--- src/rtl/serial_adder_fsm.sv ---
// Bit-serial adder: shifts two captured operands LSB-first through one
// full-adder slice with a registered carry, presenting {cout,sum} after WIDTH cycles.
module serial_adder_fsm #(
  parameter int WIDTH = 8
) (
  input  logic             clk,
  input  logic             rst_n,
  input  logic             start,
  input  logic [WIDTH-1:0] a,
  input  logic [WIDTH-1:0] b,
  input  logic             cin,
  output logic             busy,
  output logic             done,
  output logic [WIDTH-1:0] sum,
  output logic             cout
);

  localparam int CNT_W = (WIDTH > 1) ? $clog2(WIDTH) : 1;
  localparam logic [CNT_W-1:0] LAST = CNT_W'(WIDTH - 1);

  localparam logic [0:0] IDLE = 1'b0;
  localparam logic [0:0] RUN  = 1'b1;

  logic [0:0]       state;
  logic [WIDTH-1:0] a_sh;
  logic [WIDTH-1:0] b_sh;
  logic [WIDTH-1:0] s_sh;
  logic [WIDTH-1:0] s_next;
  logic             carry;
  logic             carry_next;
  logic             sbit;
  logic [CNT_W-1:0] cnt;

  function automatic logic majority(input logic x, input logic y, input logic z);
    return (x & y) | (x & z) | (y & z);
  endfunction

  // Full-adder slice; new bit enters at the MSB so the sum assembles LSB-first.
  always_comb begin
    sbit       = a_sh[0] ^ b_sh[0] ^ carry;
    carry_next = majority(a_sh[0], b_sh[0], carry);
    s_next     = (s_sh >> 1) | (WIDTH'(sbit) << (WIDTH - 1));
  end

  assign busy = (state == RUN);

  always_ff @(posedge clk or negedge rst_n) begin
    if (!rst_n) begin
      state <= IDLE;
      done  <= 1'b0;
      sum   <= '0;
      cout  <= 1'b0;
      a_sh  <= '0;
      b_sh  <= '0;
      s_sh  <= '0;
      carry <= 1'b0;
      cnt   <= '0;
    end else begin
      done <= 1'b0;
      if (state == IDLE) begin
        if (start) begin
          a_sh  <= a;
          b_sh  <= b;
          carry <= cin;
          cnt   <= '0;
          state <= RUN;
        end
      end else begin
        carry <= carry_next;
        s_sh  <= s_next;
        a_sh  <= a_sh >> 1;
        b_sh  <= b_sh >> 1;
        cnt   <= cnt + 1'b1;
        // Last bit: publish the result on the same edge it is produced.
        if (cnt == LAST) begin
          sum   <= s_next;
          cout  <= carry_next;
          done  <= 1'b1;
          state <= IDLE;
        end
      end
    end
  end

endmodule

--- config.mk ---
export PLATFORM = sky130hd
export DESIGN_NAME = serial_adder_fsm
export DESIGN_NICKNAME = d
export VERILOG_FILES = /design/src/rtl/serial_adder_fsm.sv
export SDC_FILE = /design/constraint.sdc
export NUM_CORES = 1
export LEC_CHECK = 0
export ABC_AREA = 1
export BUFFER_PORTS_ARGS = -buffer_cell sky130_fd_sc_hd__buf_2
export CELL_PAD_IN_SITES_DETAIL_PLACEMENT = 0
export CELL_PAD_IN_SITES_GLOBAL_PLACEMENT = 2
export CORE_MARGIN = 1.5
export CORE_UTILIZATION = 33
export CTS_CLUSTER_SIZE = 30
export DETAILED_ROUTE_END_ITERATION = 8
export PLACE_DENSITY_LB_ADDON = 0.3
export SLEW_MARGIN = 0
export SYNTH_ARGS = -nofsm -noshare
export SYNTH_HDL_FRONTEND = slang
export SYNTH_SLANG_ARGS = --single-unit
--- constraint.sdc ---
create_clock -name clk -period 1.6 [get_ports clk]
set_clock_uncertainty 0.15 [all_clocks]
set_input_delay 0.32 -clock clk [delete_from_list [all_inputs] [get_ports clk]]
set_output_delay 0.32 -clock clk [all_outputs]
set_load 0.02 [all_outputs]
# --- Word level (Yosys, flattened, before mapping) ---
# Cells that the tools add are included.
totals:
  reg_bits: 39
  word_cells: 34
classes:
  add_sub_neg: 1
  n_eq_ne: 1
  muxes: 13
  bitwise_logic: 8
  n_reduce_logical: 2
op_table:
  columns: ["cell", "count"]
  rows:
  - ["$mux W8", 4]
  - ["$or A7 B8 Y8", 1]
  - ["$mux W1", 7]
  - ["$mux W3", 2]
  - ["$add A3 B1 Y3 const B", 1]
  - ["$and A1 B1 Y1", 3]
  - ["$eq A3 B3 Y1 const B", 1]
  - ["$or A1 B1 Y1", 2]
  - ["$reduce_and A2 Y1", 1]
  - ["$reduce_bool A2 Y1", 1]
  - ["$xor A1 B1 Y1", 2]

# --- Longest topological paths before layout ---
# Gate-level depths: netlist of run 1.
depth:
  ltp_word: 4
  depth_mapped: 6

# --- Worst setup path before layout of run 1 ---
# Ideal clock, no wire load.
synth_timing:
  path_kind: "reg-to-reg"
  start: "register cnt[0]"
  end: "register sum[6]"
  t_arrival_ns: 1.122
  setup_slack_ns: 0.254
  path_stages_with_launch: 7
  path_buffers: 1
  path_cell_list: "dfrtp_1 > ha_1 > ha_1 > nand2_4 > buf_6 > nand2_1 > o21ai_2"
synth_via:
  elab_chain_len: 2
synth_rtl:
  columns: ["element", "line", "source"]
  rows:
  - ["start: declaration", "32", "logic [CNT_W-1:0] cnt;"]
  - ["start signal: assignment", "73", "cnt <= cnt + 1'b1;"]
  - ["$eq A3 B3 Y1", "75", "if (cnt == LAST) begin"]
  - ["$reduce_and A2 Y1 (no source line)", null, null]
  - ["end signal: assignment", "76", "sum <= s_next;"]
  - ["end: declaration", "14", "output logic [WIDTH-1:0] sum,"]
# No other way between the ends.
# A chain may end at the register's enable or synchronous reset.

# --- Worst setup path in the final report of run 1 ---
layout_timing:
  start: "register state, in the netlist busy"
  end: "output port busy"
layout_rtl:
  columns: ["element", "line", "source"]
  rows:
  - ["start: declaration", "24", "logic [0:0] state;"]
  - ["start signal: assignment", "49", "state <= IDLE;"]
  - ["start signal: assignment", "66", "state <= RUN;"]
  - ["start signal: assignment", "79", "state <= IDLE;"]
  - ["end: declaration", "12", "output logic busy,"]
# No word-level cell between the ends.

==> impl_summary.md, run 1 <==
Pwr
Net switching is 38.36% of the power. The share of total power in sequential cells is 44.7%. The net switching component of the power is 1.332 mW. IR analysis of the VDD net gives a maximum drop of 0.4283 mV.

In this run the power density over the cells is 1784 mW/mm2. For this design the static power due to leakage is 1.009 nW. Combinational logic is responsible for 37.4% of the overall power. The portion of total power attributed to the clock network is 17.9%.

The internal portion of the total power is 2.141 mW.

Route
The detailed router finished its first iteration with 60 violations. The routed via count is 1,226. The count of nets left with antenna violations after detail routing is 0.

Wires add up to 3187 um. For this run, design rule violations remaining after detail routing come to 0. In the routed layout, each cell is associated on average with a via count of 4.507. In the final routed layout, each cell accounts on average for 11.72 um. The first TritonRoute pass finished after 4 iterations.

GRT
For this run, the total global-route usage over all layers was measured as 14.17%. The number of antenna violations at the first check in global routing was 0. After global routing the overflow that remains totals 0.

The first global-routing pass estimated 5747 um of wire. The maximum number of pins on one net before global-route repair is 23. The number of global-route vias before repair was 1,213.

Clock tree
Once the clock tree was built, the setup fixing pass inserted 0 buffers. The number of buffers created by CTS is 5. TritonCTS built the clock tree.

CTS saw 38 sinks. The clock transition at the registers of the reported paths is 0.08 ns. The cell chosen for the clock root is sky130_fd_sc_hd__clkbuf_8. The largest buffer count on any clock path is 2.

At the later pin of the worst-skew pair, clock insertion delay measures 0.28 ns. The deepest level of the CTS H-tree is 2.

Setup path
The signal on the critical path passes through buf_6, buf_2. The worst setup path startpoint is busy. Grouping stages by cell kind, the critical path spends the most delay in flip-flops.

The worst setup path is launched from a flip-flop. For this run, the slowest stage of the critical path takes 0.41 ns. In this run the worst path has a maximum fanout of 18. In this run the critical register-to-register path is launched from cnt[0]. The cell type of the slowest stage on the worst timing path is sky130_fd_sc_hd__dfrtp_2. The critical path data arrival time is 1.07 ns. The worst setup path is captured at an output pin. Data on the critical path is required at its endpoint by 1.13 ns. The worst setup path category is reg2out. The critical path contains buffers and inverters numbering 2 combined.

Min path
The startpoint identified for the worst hold timing path is a[7]. The class of the most critical hold timing path is in2reg.

Placed design
At the end of routability-driven placement, the weighted congestion stood at 0.6792. Once detailed placement completed, the half-perimeter wirelength came to 2177 um. The count of buffers added on input and output ports is 30.

STA
Subtracting the final worst setup slack from the clock period gives 1.538 ns. The final count of pins violating max slew is 0. The hold slack is 0.1225 ns. Summed over all failing endpoints, the final setup total negative slack is 0 ns. After layout, the worst path uses 96.10% of the clock period. Setup repair after global routing left no endpoint under its margin. The hold violation count in the final report is 0. The worst-margin pin slew is 0.4177 ns. Setup violations remaining at the end of the flow were counted as 0. The maximum clock frequency is 0.6504 GHz. In this run the tightest slew margin relative to its limit is 72.15%.

Yosys
Summing the areas of all xor and xnor instances in the mapped netlist gives 0% of the synthesized area. The share of flip-flops with an asynchronous set or reset after synthesis is 100.0%. The register area share after synthesis is 58.15%. The portion of synthesized area spent on multiplexers is 0%. After synthesis the cells add up to 0.001635 mm2. Yosys mapped a number of flops with a built-in enable equal to 0. Counting flops and latches in the post-synthesis netlist gives 38. After synthesis, the most frequently instantiated cells are sky130_fd_sc_hd__nand2_1, sky130_fd_sc_hd__dfrtp_1, sky130_fd_sc_hd__nand3_1, sky130_fd_sc_hd__inv_1, sky130_fd_sc_hd__o21ai_0. Synthesis produced 171 cells. After synthesis, the largest area contributor takes up 58.15% of total cell area.

Of the total synthesized cell area, the portion taken by full adders, half adders and majority gates is 2.754%. The area fraction in and, or, nand and nor cells after synthesis is 25.40%. The Yosys step of the flow raised 0 warnings. The most instantiated library cell after synthesis is sky130_fd_sc_hd__nand2_1. Synthesis instantiated 16 different standard cells from the library. Summing the areas of all compound-gate instances in the mapped netlist gives 6.197% of the synthesized area.

The synthesized net count is 194. Among all flip-flop cells after synthesis, the most frequent one is sky130_fd_sc_hd__dfrtp_1. The average instance in the mapped netlist occupies 9.563 um2. By area the synthesized netlist is led by sky130_fd_sc_hd__dfrtp_1, sky130_fd_sc_hd__nand2_1, sky130_fd_sc_hd__nand3_1, sky130_fd_sc_hd__o21ai_2, sky130_fd_sc_hd__buf_6. By area, the combinational part of the netlist is dominated by simple AND/OR/NAND/NOR gates. Of all cell types, the one taking the most synthesized area is sky130_fd_sc_hd__dfrtp_1.

Cells and area
Of the cells placed in the final design, the portion with a size suffix greater than 1 is 26.34%. The total area of sequential cells is 952.2 um2. Counting the fill cells in the layout gives 497. The final layout net count is 228.

The multi-input logic area is 561.8 um2. The repair_antennas step left the layout with diodes totalling 0. The signed area change from the synthesized netlist to the final layout is 19.05%.

Outcome
The run finished with clean final reports.

Job
Across the run, the number of max-cap violations was 0.

Floorplanning
The area of the die is 0.005387 mm2. The core region area is 0.004755 mm2. 31 I/O pins were placed. Row generation in the floorplan step produced 25 rows. Once the floorplan was initialized, standard cells occupied 34.39% of the core.

The die is 73.40 um tall. The die span in x is 73.40 um.
[through the flow]
step | instance area (um2) | setup WS, ns | std cells | power [mW] | util [%]
floorplan | 1635 | 0.2542 | 171 | 2.537 | -
global placement | 1853 | 0.2494 | 264 | 2.843 | 38.97
detailed placement | 1853 | 0.2144 | 264 | 2.886 | 38.97
CTS | 1946 | 0.001553 | 272 | 3.543 | 40.92
global route | 1947 | 0.003173 | 272 | 3.804 | 40.95
finish | 1947 | 0.06242 | 272 | 3.473 | 40.95
[logic make-up after synthesis]
kind of cell	Yosys count
AND/OR/NAND/NOR	96
flip-flops	38
buffers and inverters	19
AO/OA/AOI/OAI	15
adder cells (fa/ha/maj)	3
[final timing paths]
check,to,slack (ns),depth (start not counted)
max,busy,0.06,2
max in group asynchronous,busy,0.49,3
min,a_sh[7],0.12,3
min in group asynchronous,sum[3],0.35,2
min reg2reg,a_sh[7],0.32,2
max reg2reg,sum[6],0.20,6
[sequential cells by signal (all words and copies together), names as in the netlist]
name / flops
a_sh: 8
b_sh: 8
sum: 8
s_sh: 7
cnt: 3
busy: 1
carry: 1
cout: 1
done: 1
[worst reg2reg max path, stage by stage, from the launching register on]
cell                      delay (ns)
sky130_fd_sc_hd__dfrtp_1        0.40
sky130_fd_sc_hd__ha_1           0.21
sky130_fd_sc_hd__ha_1           0.21
sky130_fd_sc_hd__nand2_4        0.09
sky130_fd_sc_hd__buf_12         0.14
sky130_fd_sc_hd__nand2_1        0.08
sky130_fd_sc_hd__o21ai_2        0.05
[what timing repair did]
action,4_1_cts,5_1_grt
setup endpoints to repair,1,1
resized for setup,1,1
hold buffers,1,0
hold endpoints to repair,16,0
[layout by cell type (no fill, tap or decap), types with 2 or more instances in the layout]
| master | n |
|---|---|
| sky130_fd_sc_hd__nand2_1 | 61 |
| sky130_fd_sc_hd__dfrtp_1 | 37 |
| sky130_fd_sc_hd__nand3_1 | 32 |
| sky130_fd_sc_hd__buf_2 | 30 |
| sky130_fd_sc_hd__inv_1 | 8 |
| sky130_fd_sc_hd__o21ai_0 | 8 |
| sky130_fd_sc_hd__o21ai_2 | 7 |
| sky130_fd_sc_hd__clkbuf_8 | 5 |
| sky130_fd_sc_hd__buf_4 | 3 |
| sky130_fd_sc_hd__ha_1 | 2 |
| sky130_fd_sc_hd__clkinv_2 | 2 |
| sky130_fd_sc_hd__buf_12 | 2 |
[per-layer routing]
layer	vias to the layer above	part of all wire, %	track usage (%)
met3	2	4.8	5.075
met1	586	47	18.92
met2	22	47	21.31
li1	616	-	-
met5	-	0	0
met4	0	0.53	4.938
[power by group through the flow]
stage                     Sequential [mW]  Combinational [mW]  Clock (mW)
after floorplan                      1.66               0.874           0
after global placement               1.55                1.29           0
after detailed placement             1.56                1.32           0
after CTS                            1.55                1.33       0.655
after global routing                 1.61                1.49       0.703
final                                1.55                1.30       0.623
[area by class of cell]
type,instances,area share (%)
Tap cell,67,4.306
Multi-Input combinational cell,114,28.86
Inverter,9,1.864
Clock inverter,2,0.5141
Sequential cell,38,48.91
Timing Repair Buffer,37,12.02
Clock buffer,5,3.535
Note: power is estimated with default switching activity, not from simulation.
==> run 2, diff against run 1 <==
--- a/config.mk
+++ b/config.mk
@@ -6,6 +6,7 @@
 export NUM_CORES = 1
 export LEC_CHECK = 0
 export ABC_AREA = 1
+export ABC_CLOCK_PERIOD_IN_PS = 1600
 export BUFFER_PORTS_ARGS = -buffer_cell sky130_fd_sc_hd__buf_2
 export CELL_PAD_IN_SITES_DETAIL_PLACEMENT = 0
 export CELL_PAD_IN_SITES_GLOBAL_PLACEMENT = 2
@@ -14,6 +15,8 @@
 export CTS_CLUSTER_SIZE = 30
 export DETAILED_ROUTE_END_ITERATION = 8
 export PLACE_DENSITY_LB_ADDON = 0.3
+export RECOVER_POWER = 100
+export SETUP_SLACK_MARGIN = 0.2
 export SLEW_MARGIN = 0
 export SYNTH_ARGS = -nofsm -noshare
 export SYNTH_HDL_FRONTEND = slang
==> run 2 against run 1 <==
Final cell count is 2.2% higher. Cell area is 2.2% higher. Combinational power up 6%. Routed wire length is 5.6% higher. Non-clock buffer count grew 6. Sequential share of layout area fell by 1.1 points. Die area is the same. Largest cell class unchanged. Largest power group unchanged.
==> impl_summary.md, run 2 (synthesized netlist as in run 1, its figures left out) <==
Pwr
The standby leakage power is 0.9958 nW (was 1.009 nW). The worst ir drop on vdd came to 0.4750 mV (was 0.4283 mV). The power density of the placed cells is 1785 mW/mm2 (was 1784 mW/mm2).

Cells and area
The signed area change from the synthesized netlist to the final layout came to 21.65% (was 19.05%). The post-layout instance count excluding filler cells is 278 (was 272). The most frequent standard cell in the layout excluding fill and tap cells is sky130_fd_sc_hd__nand2_1 (unchanged).

The layout cell share with drive strength beyond 1 is 20.85% (was 26.34%). The total inserted antenna cells is 0 (unchanged). The final layout net count came to 234 (was 228). Commonest cells after routing, fill and taps aside: sky130_fd_sc_hd__nand2_1, sky130_fd_sc_hd__dfrtp_1, sky130_fd_sc_hd__nand3_1 (unchanged). Registers with the most flip-flops: a_sh: 8 flops, b_sh: 8 flops, sum: 8 flops (unchanged).

The final standard cell area without fillers was 0.001989 mm2 (was 0.001947 mm2).

Floorplanning
The initial core utilization is 34.39% (unchanged). The number of placement rows came to 25 (unchanged). The die span in x was 73.40 um (unchanged). The vertical extent of the die is 73.40 um (unchanged). The count of pins on the block boundary is 31 (unchanged). The core region area is 0.004755 mm2 (unchanged).

The area of the die is 0.005387 mm2 (unchanged).

GRT
The number of antenna violations at the first check in global routing is 0 (unchanged). The overall fraction of global-route tracks in use came to 14.90% (was 14.17%). The number of global-route vias before repair is 1,244 (was 1,213). The wire length of the first global-routing pass is 5996 um (was 5747 um). The remaining global-route overflow is 0 (unchanged). The maximum number of pins on one net before global-route repair is 23 (unchanged).

Setup path
The element type at the critical path end is an output pin (unchanged). The required time at the worst-slack endpoint is 1.13 ns (about the same). The length in cells of the worst reg-to-reg path came to 6 (unchanged). The minimum setup slack among reg-to-reg paths was 0.19 ns (was 0.20 ns). The largest driver fanout on the critical path was 3 (was 18).

The start of the worst register-to-register path is busy (was cnt[0]). The critical register-to-register path endpoint is sum[2] (was sum[6]). The worst setup path category is reg2out (unchanged). The startpoint type of the worst setup path is a flip-flop (unchanged). The critical path data arrival time was 0.95 ns (was 1.07 ns).

Min path
The class of the most critical hold timing path was in2reg (unchanged). The origin of the worst min-delay path is a[7] (unchanged). The cell count of the worst hold path is 3 (unchanged).

The end point of the worst hold path is a_sh[7] (unchanged).

STA
The worst relative slew slack is 68.19% (was 72.15%). The final count of negative-setup-slack endpoints was 0 (unchanged). The final count of pins violating max slew is 0 (unchanged). The hold violation count in the final report is 0 (unchanged). The share of the clock period used by the worst path after layout is 88.62% (was 96.10%). The final period demand of the worst path is 1.418 ns (was 1.538 ns).

The worst-margin pin slew came to 0.4772 ns (was 0.4177 ns). The worst setup slack after layout is 0.1820 ns (was 0.06242 ns). The maximum clock frequency is 0.7052 GHz (was 0.6504 GHz). The total negative slack is 0 ns (unchanged). Setup repair after global routing missed its margin: yes (was no).

Placed design
The routability congestion estimate was 0.6792 (unchanged). The total instance count after detailed placement came to 264 (unchanged). The detailed-placement wirelength estimate was 2177 um (unchanged). The post-place instance area came to 0.001853 mm2 (unchanged). The minimum setup slack after placement is 0.2144 ns (unchanged). The count of input and output buffers was 30 (unchanged).

Route
The number of iterations in the first detailed-routing pass is 4 (unchanged). The count of nets left with antenna violations after detail routing is 0 (unchanged). The uppermost metal layer occupied by signal nets was met4 (unchanged). The routed via count came to 1,235 (was 1,226). The number of remaining DRC errors is 0 (unchanged). The average detailed-routed wire length per instance is 12.11 um (was 11.72 um). The met2 layer wire length in the routed design is 1549 um (was 1513 um).

The total routed wirelength is 3366 um (was 3187 um). The via-per-instance ratio is 4.442 (was 4.507). The total routed wire length on the met1 layer is 1604 um (was 1504 um). The initial DRC count came to 67 (was 60).

The met3 wirelength from detailed routing is 180 um (was 152 um).

Clock tree
The sink count of the clock tree came to 38 (unchanged). The insertion delay of the later-clocked pin in the worst-skew pair is 0.29 ns (was 0.28 ns). The clock tree from TritonCTS is yes (unchanged). The deepest level of the CTS H-tree is 2 (unchanged). The largest buffer count on any clock path was 2 (unchanged).

The clock transition at the registers of the reported paths was 0.08 ns (about the same). The cell chosen for the clock root is sky130_fd_sc_hd__clkbuf_8 (unchanged). The number of buffers created by CTS came to 5 (unchanged).

Job
The reported max-cap violation count is 0 (unchanged).

Outcome
Status: finished clean (unchanged).
[run 2: cell types whose count changed in the layout (fill, tap and decap cells not counted), sizes merged]
cell    previous run  this run
buf               36        28
clkbuf             5        19
[run 2: report_power, final]
| group | leakage (nW) | internal [mW] | switching [mW] | total [mW] |
|---|---|---|---|---|
| Combinational | 0.458 | 0.559 | 0.820 | 1.38 |
| Sequential | 0.494 | 1.34 | 0.203 | 1.55 |
| Clock | 0.0438 | 0.293 | 0.333 | 0.625 |
[run 2: worst max path at each step]
stage	startpoint	to	slack (ns)	depth (start not counted)
floorplan	cnt[0]	sum[6]	0.25	6
global placement	cnt[0]	sum[0]	0.25	6
detailed placement	cnt[0]	sum[2]	0.21	6
CTS	busy	busy	0.19	2
global route	busy	sum[2]	0.09	5
finish	busy	busy	0.18	2
[run 2: critical path, stage by stage (launching register included)]
cell and delay, ns:
sky130_fd_sc_hd__dfrtp_1 0.39, sky130_fd_sc_hd__buf_6 0.12, sky130_fd_sc_hd__clkbuf_2 0.15
[run 2: what timing repair did]
item	in CTS	in global routing
setup endpoints to repair	4	21
hold buffers	1	0
resized for setup	5	5
pin swaps	0	1
setup buffers	3	2
gates cloned	1	0
hold endpoints to repair	16	0
[run 2: layer usage]
metal | vias up | global-route usage [%]
met3 | 4 | 5.075
met1 | 577 | 20.24
met4 | 0 | 4.938
met5 | - | 0
li1 | 630 | -
met2 | 24 | 22.32
[run 2: through the flow]
| stage | total power [mW] | hold slack (ns) | utilization, % |
|---|---|---|---|
| after floorplan | 2.537 | -0.1256 | - |
| after global placement | 2.843 | 0.1259 | 38.97 |
| after detailed placement | 2.886 | 0.1313 | 38.97 |
| after CTS | 3.669 | 0.1123 | 42.16 |
| after global routing | 3.893 | 0.1194 | 41.84 |
| final | 3.552 | 0.1221 | 41.84 |
[run 2: final cells by class]
cell class | count | area, um2
Sequential cell | 38 | 950.9
Inverter | 9 | 41.29
Tap cell | 67 | 83.83
Clock inverter | 2 | 10.01
Clock buffer | 5 | 68.82
Timing Repair Buffer | 43 | 280.3
Fill cell | 506 | 2765
Multi-Input combinational cell | 114 | 554.3
==> run 3, diff against run 2 <==
--- a/config.mk
+++ b/config.mk
@@ -10,6 +10,7 @@
 export BUFFER_PORTS_ARGS = -buffer_cell sky130_fd_sc_hd__buf_2
 export CELL_PAD_IN_SITES_DETAIL_PLACEMENT = 0
 export CELL_PAD_IN_SITES_GLOBAL_PLACEMENT = 2
+export CORE_ASPECT_RATIO = 1.4
 export CORE_MARGIN = 1.5
 export CORE_UTILIZATION = 33
 export CTS_CLUSTER_SIZE = 30
==> run 3 against run 2 <==
First-iteration DRC count decreased by 54%. Clock-buffer cell count increased by 1. Sequential share of layout area fell by 0.51 points. Worst setup slack got worse by 0.013 ns. Combinational power increased by 4%. Non-clock buffer count up 3. Critical path type unchanged. Largest power group unchanged.
==> impl_summary.md, run 3 (synthesized netlist as in run 1, its figures left out) <==
Outcome
Status: finished clean (unchanged).

GRT
The number of antenna violations at the first check in global routing came to 0 (unchanged). The maximum number of pins on one net before global-route repair is 39 (was 23). The wire length of the first global-routing pass came to 5740 um (was 5996 um). The overall fraction of global-route tracks in use is 13.47% (was 14.90%).

The remaining global-route overflow is 0 (unchanged). The number of global-route vias before repair came to 1,349 (was 1,244).

Cells and area
The number of fillers in the final layout is 535 (was 506). Registers with the most flip-flops: a_sh: 8 flops, b_sh: 8 flops, sum: 8 flops (unchanged). The final standard cell area without fillers is 0.002011 mm2 (was 0.001989 mm2). The most frequent standard cell in the layout excluding fill and tap cells was sky130_fd_sc_hd__nand2_1 (unchanged). Commonest cells after routing, fill and taps aside: sky130_fd_sc_hd__nand2_1, sky130_fd_sc_hd__dfrtp_1, sky130_fd_sc_hd__nand3_1 (unchanged). The total area of sequential cells is 950.9 um2 (unchanged).

The total inserted antenna cells is 0 (unchanged). The multi-input logic area is 574.3 um2 (was 554.3 um2). The layout cell share with drive strength beyond 1 was 23.00% (was 20.85%). The signed area change from the synthesized netlist to the final layout was 22.95% (was 21.65%). The final layout net count is 237 (was 234).

Placed design
The post-place instance area is 0.001837 mm2 (was 0.001853 mm2). The detailed-placement wirelength estimate is 2160 um (was 2177 um). The minimum setup slack after placement came to 0.1854 ns (was 0.2144 ns).

The routability congestion estimate was 0.6826 (was 0.6792). The count of input and output buffers is 30 (unchanged).

Pwr
The standby leakage power is 1.008 nW (was 0.9958 nW). The switching share of total power was 37.38% (was 38.17%). The logic gate share of total power is 39.7% (was 38.8%). The power density of the placed cells is 1795 mW/mm2 (was 1785 mW/mm2). The design internal power was 2.261 mW (was 2.196 mW). The portion of total power attributed to the clock network was 17.3% (was 17.6%). The net switching component of the power is 1.350 mW (was 1.356 mW). The worst ir drop on vdd is 0.6823 mV (was 0.4750 mV). The share of total power in sequential cells is 43.0% (was 43.6%).

Route
The initial DRC count is 31 (was 67). The number of remaining DRC errors is 0 (unchanged). The count of nets left with antenna violations after detail routing is 0 (unchanged). The number of iterations in the first detailed-routing pass was 4 (unchanged). The via-per-instance ratio was 4.632 (was 4.442). The average detailed-routed wire length per instance is 11.64 um (was 12.11 um). The total routed wirelength came to 3225 um (was 3366 um).

The routed via count is 1,283 (was 1,235).

Floorplanning
The die span in x was 62.50 um (was 73.40 um). The initial core utilization was 34.04% (was 34.39%). The area of the die was 0.005393 mm2 (was 0.005387 mm2).

The number of placement rows is 30 (was 25). The vertical extent of the die was 86.29 um (was 73.40 um). The count of pins on the block boundary is 31 (unchanged).

The core region area is 0.004805 mm2 (was 0.004755 mm2).

STA
The maximum clock frequency is 0.6989 GHz (was 0.7052 GHz). Setup repair after global routing missed its margin: yes (unchanged). The share of the clock period used by the worst path after layout is 89.42% (was 88.62%). The worst-margin pin slew was 0.5213 ns (was 0.4772 ns). The final count of negative-setup-slack endpoints came to 0 (unchanged).

The final count of pins violating max slew is 0 (unchanged). The hold violation count in the final report is 0 (unchanged). The final period demand of the worst path was 1.431 ns (was 1.418 ns). The worst relative slew slack is 65.25% (was 68.19%). The worst setup slack after layout is 0.1692 ns (was 0.1820 ns). The total negative slack is 0 ns (unchanged).

Clock tree
The largest buffer count on any clock path is 2 (unchanged). The deepest level of the CTS H-tree was 2 (unchanged). The cell chosen for the clock root is sky130_fd_sc_hd__clkbuf_8 (unchanged). The number of buffers created by CTS came to 5 (unchanged). The clock tree from TritonCTS is yes (unchanged). The clock transition at the registers of the reported paths is 0.07 ns (was 0.08 ns). The insertion delay of the later-clocked pin in the worst-skew pair is 0.28 ns (was 0.29 ns).

The sink count of the clock tree was 38 (unchanged).

Job
The reported max-cap violation count came to 0 (unchanged).

Setup path
The worst setup path category is reg2out (unchanged). The critical path data arrival time is 0.96 ns (was 0.95 ns). The element type at the critical path end is an output pin (unchanged). The required time at the worst-slack endpoint is 1.13 ns (about the same). The largest driver fanout on the critical path is 2 (was 3). The startpoint type of the worst setup path is a flip-flop (unchanged).

Min path
The class of the most critical hold timing path is in2reg (unchanged).
[run 3: changes by cell type in the layout (fill, tap and decap cells not counted), sizes merged]
cell / before / now
clkinv: 2 / 0
clkbuf: 19 / 23
[run 3: final cells by class]
cell class | instances | share of cell area (%)
Inverter | 9 | 1.805
Multi-Input combinational cell | 114 | 28.56
Timing Repair Buffer | 46 | 14.25
Sequential cell | 38 | 47.29
Clock buffer | 6 | 4.107
Tap cell | 64 | 3.983
[run 3: power by group through the flow]
stage / Clock (mW) / Sequential, mW / Combinational [mW]
3_5_place_dp: 0 / 1.56 / 1.34
5_1_grt: 0.693 / 1.60 / 1.64
4_1_cts: 0.660 / 1.55 / 1.42
2_1_floorplan: 0 / 1.66 / 0.874
3_3_place_gp: 0 / 1.55 / 1.30
6_report: 0.624 / 1.55 / 1.43
[run 3: repair_timing]
action,CTS,global route
cloned,0,1
pin swaps,1,2
endpoints found under the hold margin,38,0
buffers inserted,4,4
hold buffers,1,0
resized for setup,3,7
endpoints found under the setup margin,8,9
[run 3: path summary, 6_finish.rpt]
kind	from	to	slack, ns	cells past startpoint
max in group asynchronous	rst_n	a_sh[6]	0.43	3
hold / removal	a[7]	a_sh[7]	0.12	3
setup / recovery	busy	busy	0.17	2
setup reg to reg	busy	sum[2]	0.21	5
min in group asynchronous	rst_n	s_sh[1]	0.50	3
hold reg to reg	a_sh[7]	a_sh[7]	0.32	2
[run 3: critical path, stage by stage (launching register included)]
cell and delay (ns):
sky130_fd_sc_hd__dfrtp_1 0.36, sky130_fd_sc_hd__buf_6 0.10, sky130_fd_sc_hd__clkbuf_1 0.22
[run 3: stage by stage]
step           cells  power [mW]  hold WS [ns]  util, %
6_report         277       3.610        0.1211    41.85
5_1_grt          277       3.935        0.1227    41.85
4_1_cts          272       3.630        0.1130    40.99
3_5_place_dp     261       2.902        0.2527    38.23
3_3_place_gp     261       2.850        0.2508    38.23
2_1_floorplan    171       2.537       -0.1256        -
[run 3: layer usage]
metal	global-route usage [%]	up-vias	part of all wire, %
met4	4.848	0	1.2
met3	4.416	4	4.5
li1	-	632	-
met2	25.12	28	51
met1	14.08	619	43
met5	0	-	0
